==> src/rtl/instruction_fetcher.sv <==
// Instruction fetch front end: owns the PC, reads the instruction cache every cycle and
// queues {pc, inst} pairs for the decoder, with static JAL target prediction.
module instruction_fetcher #(
    parameter int                  PC_WIDTH   = 32,
    parameter int                  ADDR_WIDTH = 17,
    parameter int                  INST_WIDTH = 32,
    parameter int                  IQ_LOG     = 3,
    parameter logic [PC_WIDTH-1:0] RESET_PC   = '0
) (
    input  logic                  clk,
    input  logic                  rst,
    input  logic                  rdy,
    output logic [ADDR_WIDTH-1:0] icache_addr,
    input  logic                  icache_done,
    input  logic [INST_WIDTH-1:0] icache_data,
    output logic                  iq_valid,
    output logic [INST_WIDTH-1:0] iq_inst,
    output logic [PC_WIDTH-1:0]   iq_pc,
    input  logic                  iq_ready,
    input  logic                  redirect_valid,
    input  logic [PC_WIDTH-1:0]   redirect_pc
);

    localparam int                  IQ_DEPTH   = 1 << IQ_LOG;
    localparam logic [6:0]          OPC_JAL    = 7'b1101111;
    localparam logic [PC_WIDTH-1:0] ALIGN_MASK = ~PC_WIDTH'(3);

    logic [PC_WIDTH-1:0]   pc_q, pc_d;
    logic [IQ_LOG-1:0]     head_q, head_d;
    logic [IQ_LOG-1:0]     tail_q, tail_d;
    logic [IQ_LOG:0]       count_q, count_d;

    logic [PC_WIDTH-1:0]   pcMem   [IQ_DEPTH];
    logic [INST_WIDTH-1:0] instMem [IQ_DEPTH];

    logic                  full;
    logic                  push;
    logic                  pop;
    logic [20:0]           jalImm;
    logic [PC_WIDTH-1:0]   nextPc;

    assign icache_addr = pc_q[ADDR_WIDTH+1:2];
    assign iq_valid    = (count_q != '0);

    // count never exceeds the depth, so its MSB alone marks a full queue
    assign full = count_q[IQ_LOG];
    assign pop  = rdy & ~redirect_valid & iq_valid & iq_ready;
    assign push = rdy & ~redirect_valid & icache_done & ~full;

    always_comb begin
        jalImm = {icache_data[31], icache_data[19:12], icache_data[20],
                  icache_data[30:21], 1'b0};
        if (icache_data[6:0] == OPC_JAL) begin
            nextPc = pc_q + {{(PC_WIDTH-21){jalImm[20]}}, jalImm};
        end else begin
            nextPc = pc_q + PC_WIDTH'(4);
        end
    end

    always_comb begin
        pc_d    = pc_q;
        head_d  = head_q;
        tail_d  = tail_q;
        count_d = count_q;
        if (rdy) begin
            if (redirect_valid) begin
                pc_d    = redirect_pc & ALIGN_MASK;
                head_d  = '0;
                tail_d  = '0;
                count_d = '0;
            end else begin
                if (pop) begin
                    head_d = head_q + 1'b1;
                end
                if (push) begin
                    tail_d = tail_q + 1'b1;
                    pc_d   = nextPc;
                end
                case ({push, pop})
                    2'b10:   count_d = count_q + 1'b1;
                    2'b01:   count_d = count_q - 1'b1;
                    default: count_d = count_q;
                endcase
            end
        end
    end

    always_ff @(posedge clk) begin
        if (rst) begin
            pc_q    <= RESET_PC;
            head_q  <= '0;
            tail_q  <= '0;
            count_q <= '0;
        end else begin
            pc_q    <= pc_d;
            head_q  <= head_d;
            tail_q  <= tail_d;
            count_q <= count_d;
        end
    end

    // Queue storage needs no reset: stale slots are masked off by count
    always_ff @(posedge clk) begin
        if (!rst && push) begin
            pcMem[tail_q]   <= pc_q;
            instMem[tail_q] <= icache_data;
        end
    end

    assign iq_pc   = iq_valid ? pcMem[head_q]   : '0;
    assign iq_inst = iq_valid ? instMem[head_q] : '0;

endmodule

==> config.mk <==
export PLATFORM = sky130hd
export DESIGN_NAME = instruction_fetcher
export DESIGN_NICKNAME = d
export VERILOG_FILES = /design/src/rtl/instruction_fetcher.sv
export SDC_FILE = /design/constraint.sdc
export NUM_CORES = 1
export LEC_CHECK = 0
export BUFFER_PORTS_ARGS = -buffer_cell sky130_fd_sc_hd__buf_2
export CAP_MARGIN = 20
export CORE_MARGIN = 5
export CORE_UTILIZATION = 40
export DETAILED_ROUTE_END_ITERATION = 8
export PLACE_DENSITY = 0.69
export SETUP_SLACK_MARGIN = 0.3
export SLEW_MARGIN = 20
export SYNTH_ARGS = -nofsm -noshare
export SYNTH_HDL_FRONTEND = slang
export SYNTH_SLANG_ARGS = --single-unit
==> constraint.sdc <==
create_clock -name clk -period 14.26 [get_ports clk]
set_clock_uncertainty 0.1 [all_clocks]
set_input_delay 3.565 -clock clk [delete_from_list [all_inputs] [get_ports clk]]
set_output_delay 3.565 -clock clk [all_outputs]
set_load 0.02 [all_outputs]
==> impl_metrics.csv <==
group,metric,value,unit
routing,wl_per_cell,23.3,microns
clock_network,cts_hold_buf,0,
routing,vias,13200,
floorplan,dieHeight,253,microns
pwr,peakVddDrop,0.0000771,V
clock_network,cts_buffers,50,
timing,worst_pin_slew,1.07,ns
logic_synthesis,syn_area,23500,sq um
routing,wl,55100,microns
timing,post-route-period-util,56.2,%
routing,first_iter_violations,1179,
place,post-place-ws,6.63,ns
clock_network,post_cts_buffers,0,
pwr,p_leak,8.83,nW
clock_network,clk_latency,0.57,ns
finish,final_common_cell,"edfxtp_1",
finish,fin_nets,1663,
worst_setup_path,r2r_slack,10.68,ns
finish,final_util,45.4,%
logic_synthesis,ys_seq_area_share,68.0,%
clock_network,root_buffer,"clkbuf_16",
routing,first_pass_iters,5,
finish,layout_common_cells,"edfxtp_1 (504), buf_2 (148), nor2_1 (135), mux4_2 (126), mux2i_1 (70)",
worst_setup_path,reg2regPathDepth,4,
worst_setup_path,arrival,4.34,ns
clock_network,clock_sinks,548,
finish,area_delta_synth_final,13.3,%
clock_network,cts_tree,"built",
worst_setup_path,max_stage_delay,0.92,ns
worst_setup_path,r2r-start,"count_q[3]$_SDFFE_PP0P_",
global_route,grt.overflow.total,0,
worst_hold_path,holdCritPathClass,"flip-flop to flip-flop",
worst_setup_path,endpoint_kind,"output port",
logic_synthesis,synth_cells,1423,
global_route,grt_max_degree,66,
worst_setup_path,cp.required,10.60,ns
worst_setup_path,crit_end,"iq_inst[19]",
worst_setup_path,crit_slowest_cell,"dfxtp_4",
clock_network,clock_path_buffers,3,
worst_setup_path,crit_path_start_kind,"flip-flop",
timing,setup_viol,0,
global_route,grt_usage,17.0,%
timing,slew_viol_final,0,
floorplan,initial_core_util,40.1,%
routing,met3_length,3570,microns
floorplan,core_region_area,58700,sq um
worst_setup_path,critical_path_depth,6,
logic_synthesis,synth_ff_type,"edfxtp_1",
logic_synthesis,synth-edff-count,504,
worst_setup_path,critPathMaxFanout,48,
logic_synthesis,ys_types,68,
finish,fin_area,26700,sq um
floorplan,core.rowCount,89,
timing,rsz0062_at_grt,"no",
floorplan,num_io_pins,152,
timing,holdWs,0.400,ns
clock_network,clkTransAtPathRegs,0.06,ns
timing,fin_ws,6.25,ns
worst_setup_path,critPathKind,"flip-flop to output port",
global_route,grt_pass1_wl,83400,microns
status,status,"complete, no violations",
floorplan,dieArea,63800,sq um
routing,ant_nets,0,
routing,topRoutingLayerUsed,"met5",
routing,met1Wirelength,23200,microns
timing,setup_tns,0,ns
timing,max_slew_margin,28.3,%
place,placed_cell_area,25100,sq um
clock_network,ctsResizeCount,0,
routing,wl_met2,27100,microns
pwr,p_per_area,124,nW/um^2
job,max_cap_viol_count,0,
place,place_hpwl,33000,microns
worst_setup_path,critPathBufInv,3,
routing,drc,0,
place,portBuffers,148,
floorplan,die_w,253,microns
logic_synthesis,ys_ff_latch,548,
timing,fmax,125,MHz
routing,vias_per_cell,5.58,
place,place.gp.congestion,0.887,
timing,hold_viol,0,
worst_setup_path,path_cells,"buf_4 -> buf_4 -> mux4_2 -> mux2i_1 -> nor2_1 -> buf_2",
finish,drive_above_1_share,24.5,%
timing,fin_crit,8.01,ns
logic_synthesis,async_flop_share,0,%
worst_setup_path,cp_top_family,"buffers and inverters",
clock_network,htree_levels,2,
worst_setup_path,timing.rr.end,"pcMem[6][8]$_DFFE_PP_",
logic_synthesis,yosysWarnings,0,
global_route,antenna_found_initial,7,
logic_synthesis,synth_nets,1530,
logic_synthesis,syn_area_per_cell,16.5,sq um
worst_setup_path,cpMostUsedCell,"buf_4",
global_route,grt_pass1_vias,13300,
[layout make-up]
type / instances / area (sq um)
multi-input cells: 770 / 7120
inverters: 17 / 63.8
flip-flops and latches: 548 / 16000
clock buffers: 61 / 1300
clock inverters: 30 / 287
diodes: 1 / 2.50
repair buffers: 169 / 898
fillers: 4911 / 32000
well taps: 773 / 967
[worst min-delay path: cells and delay by family, from the launching register on]
kind / cells / cell delay (ns)
flip-flops: 1 / 0.31
AO/OA/AOI/OAI: 2 / 0.15
[flip-flops by register name (all words and copies together) (netlist names), named ones only]
register  flops
instMem     256
count_q       4
head_q        3
pcMem       248
pc_q         31
tail_q        3
[through the flow]
step | power [mW] | cells
3_3_place_gp | 2.03 | 2277
5_1_grt | 3.42 | 2368
3_5_place_dp | 2.04 | 2277
2_1_floorplan | 1.96 | 1423
4_1_cts | 3.33 | 2368
6_report | 3.31 | 2369
[logic make-up (layout without fill, tap and decap cells)]
| group | Yosys count | after routing | share of synthesized area [%] |
|---|---|---|---|
| flops | 548 | 548 | 68.0 |
| simple gates | 304 | 304 | 5.94 |
| mux | 199 | 199 | 15.2 |
| compound gates | 183 | 183 | 5.05 |
| buf+inv | 105 | 277 | 2.02 |
| xor+xnor | 46 | 46 | 1.71 |
| fa+ha+maj | 37 | 37 | 2.03 |
| other cells | 1 | 2 | 0.0159 |
[power by group]
group | switching (mW) | total [mW] | internal (mW)
registers | 0.0240 | 1.79 | 1.77
clock network | 0.561 | 1.30 | 0.741
logic | 0.136 | 0.214 | 0.0779
total | 0.721 | 3.31 | 2.58
[per-layer routing]
layer  vias to the layer above  global-route usage (%)
met5                         -                       0
li1                       5889                       -
met4                        12                    4.42
met1                      6780                    23.4
met2                       454                    28.3
met3                        79                    3.10
[cell usage after synthesis (all sizes together) (31+ instances only)]
cell type	number	share of area [%]
a211oi	31	0.99
nor2	143	2.3
mux2i	70	3.0
dfxtp	44	3.7
buf	42	1.0
nand2	56	0.89
edfxtp	504	64
clkbuf	46	0.73
o21ai	32	0.70
mux4	126	12
a21oi	51	1.1
ha	35	1.9
[worst min path at each step]
stage	start	endpoint	slack [ns]	cells after the start
after floorplan	head_q[2]$_SDFFE_PP0P_	flip-flop	0.36	2
after global placement	head_q[2]$_SDFFE_PP0P_	flip-flop	0.39	2
after detailed placement	head_q[2]$_SDFFE_PP0P_	flip-flop	0.39	2
after CTS	head_q[2]$_SDFFE_PP0P_	flip-flop	0.40	2
after global routing	head_q[2]$_SDFFE_PP0P_	flip-flop	0.44	2
final	head_q[2]$_SDFFE_PP0P_	flip-flop	0.40	2
No activity file was read; power rests on OpenSTA's default activity.
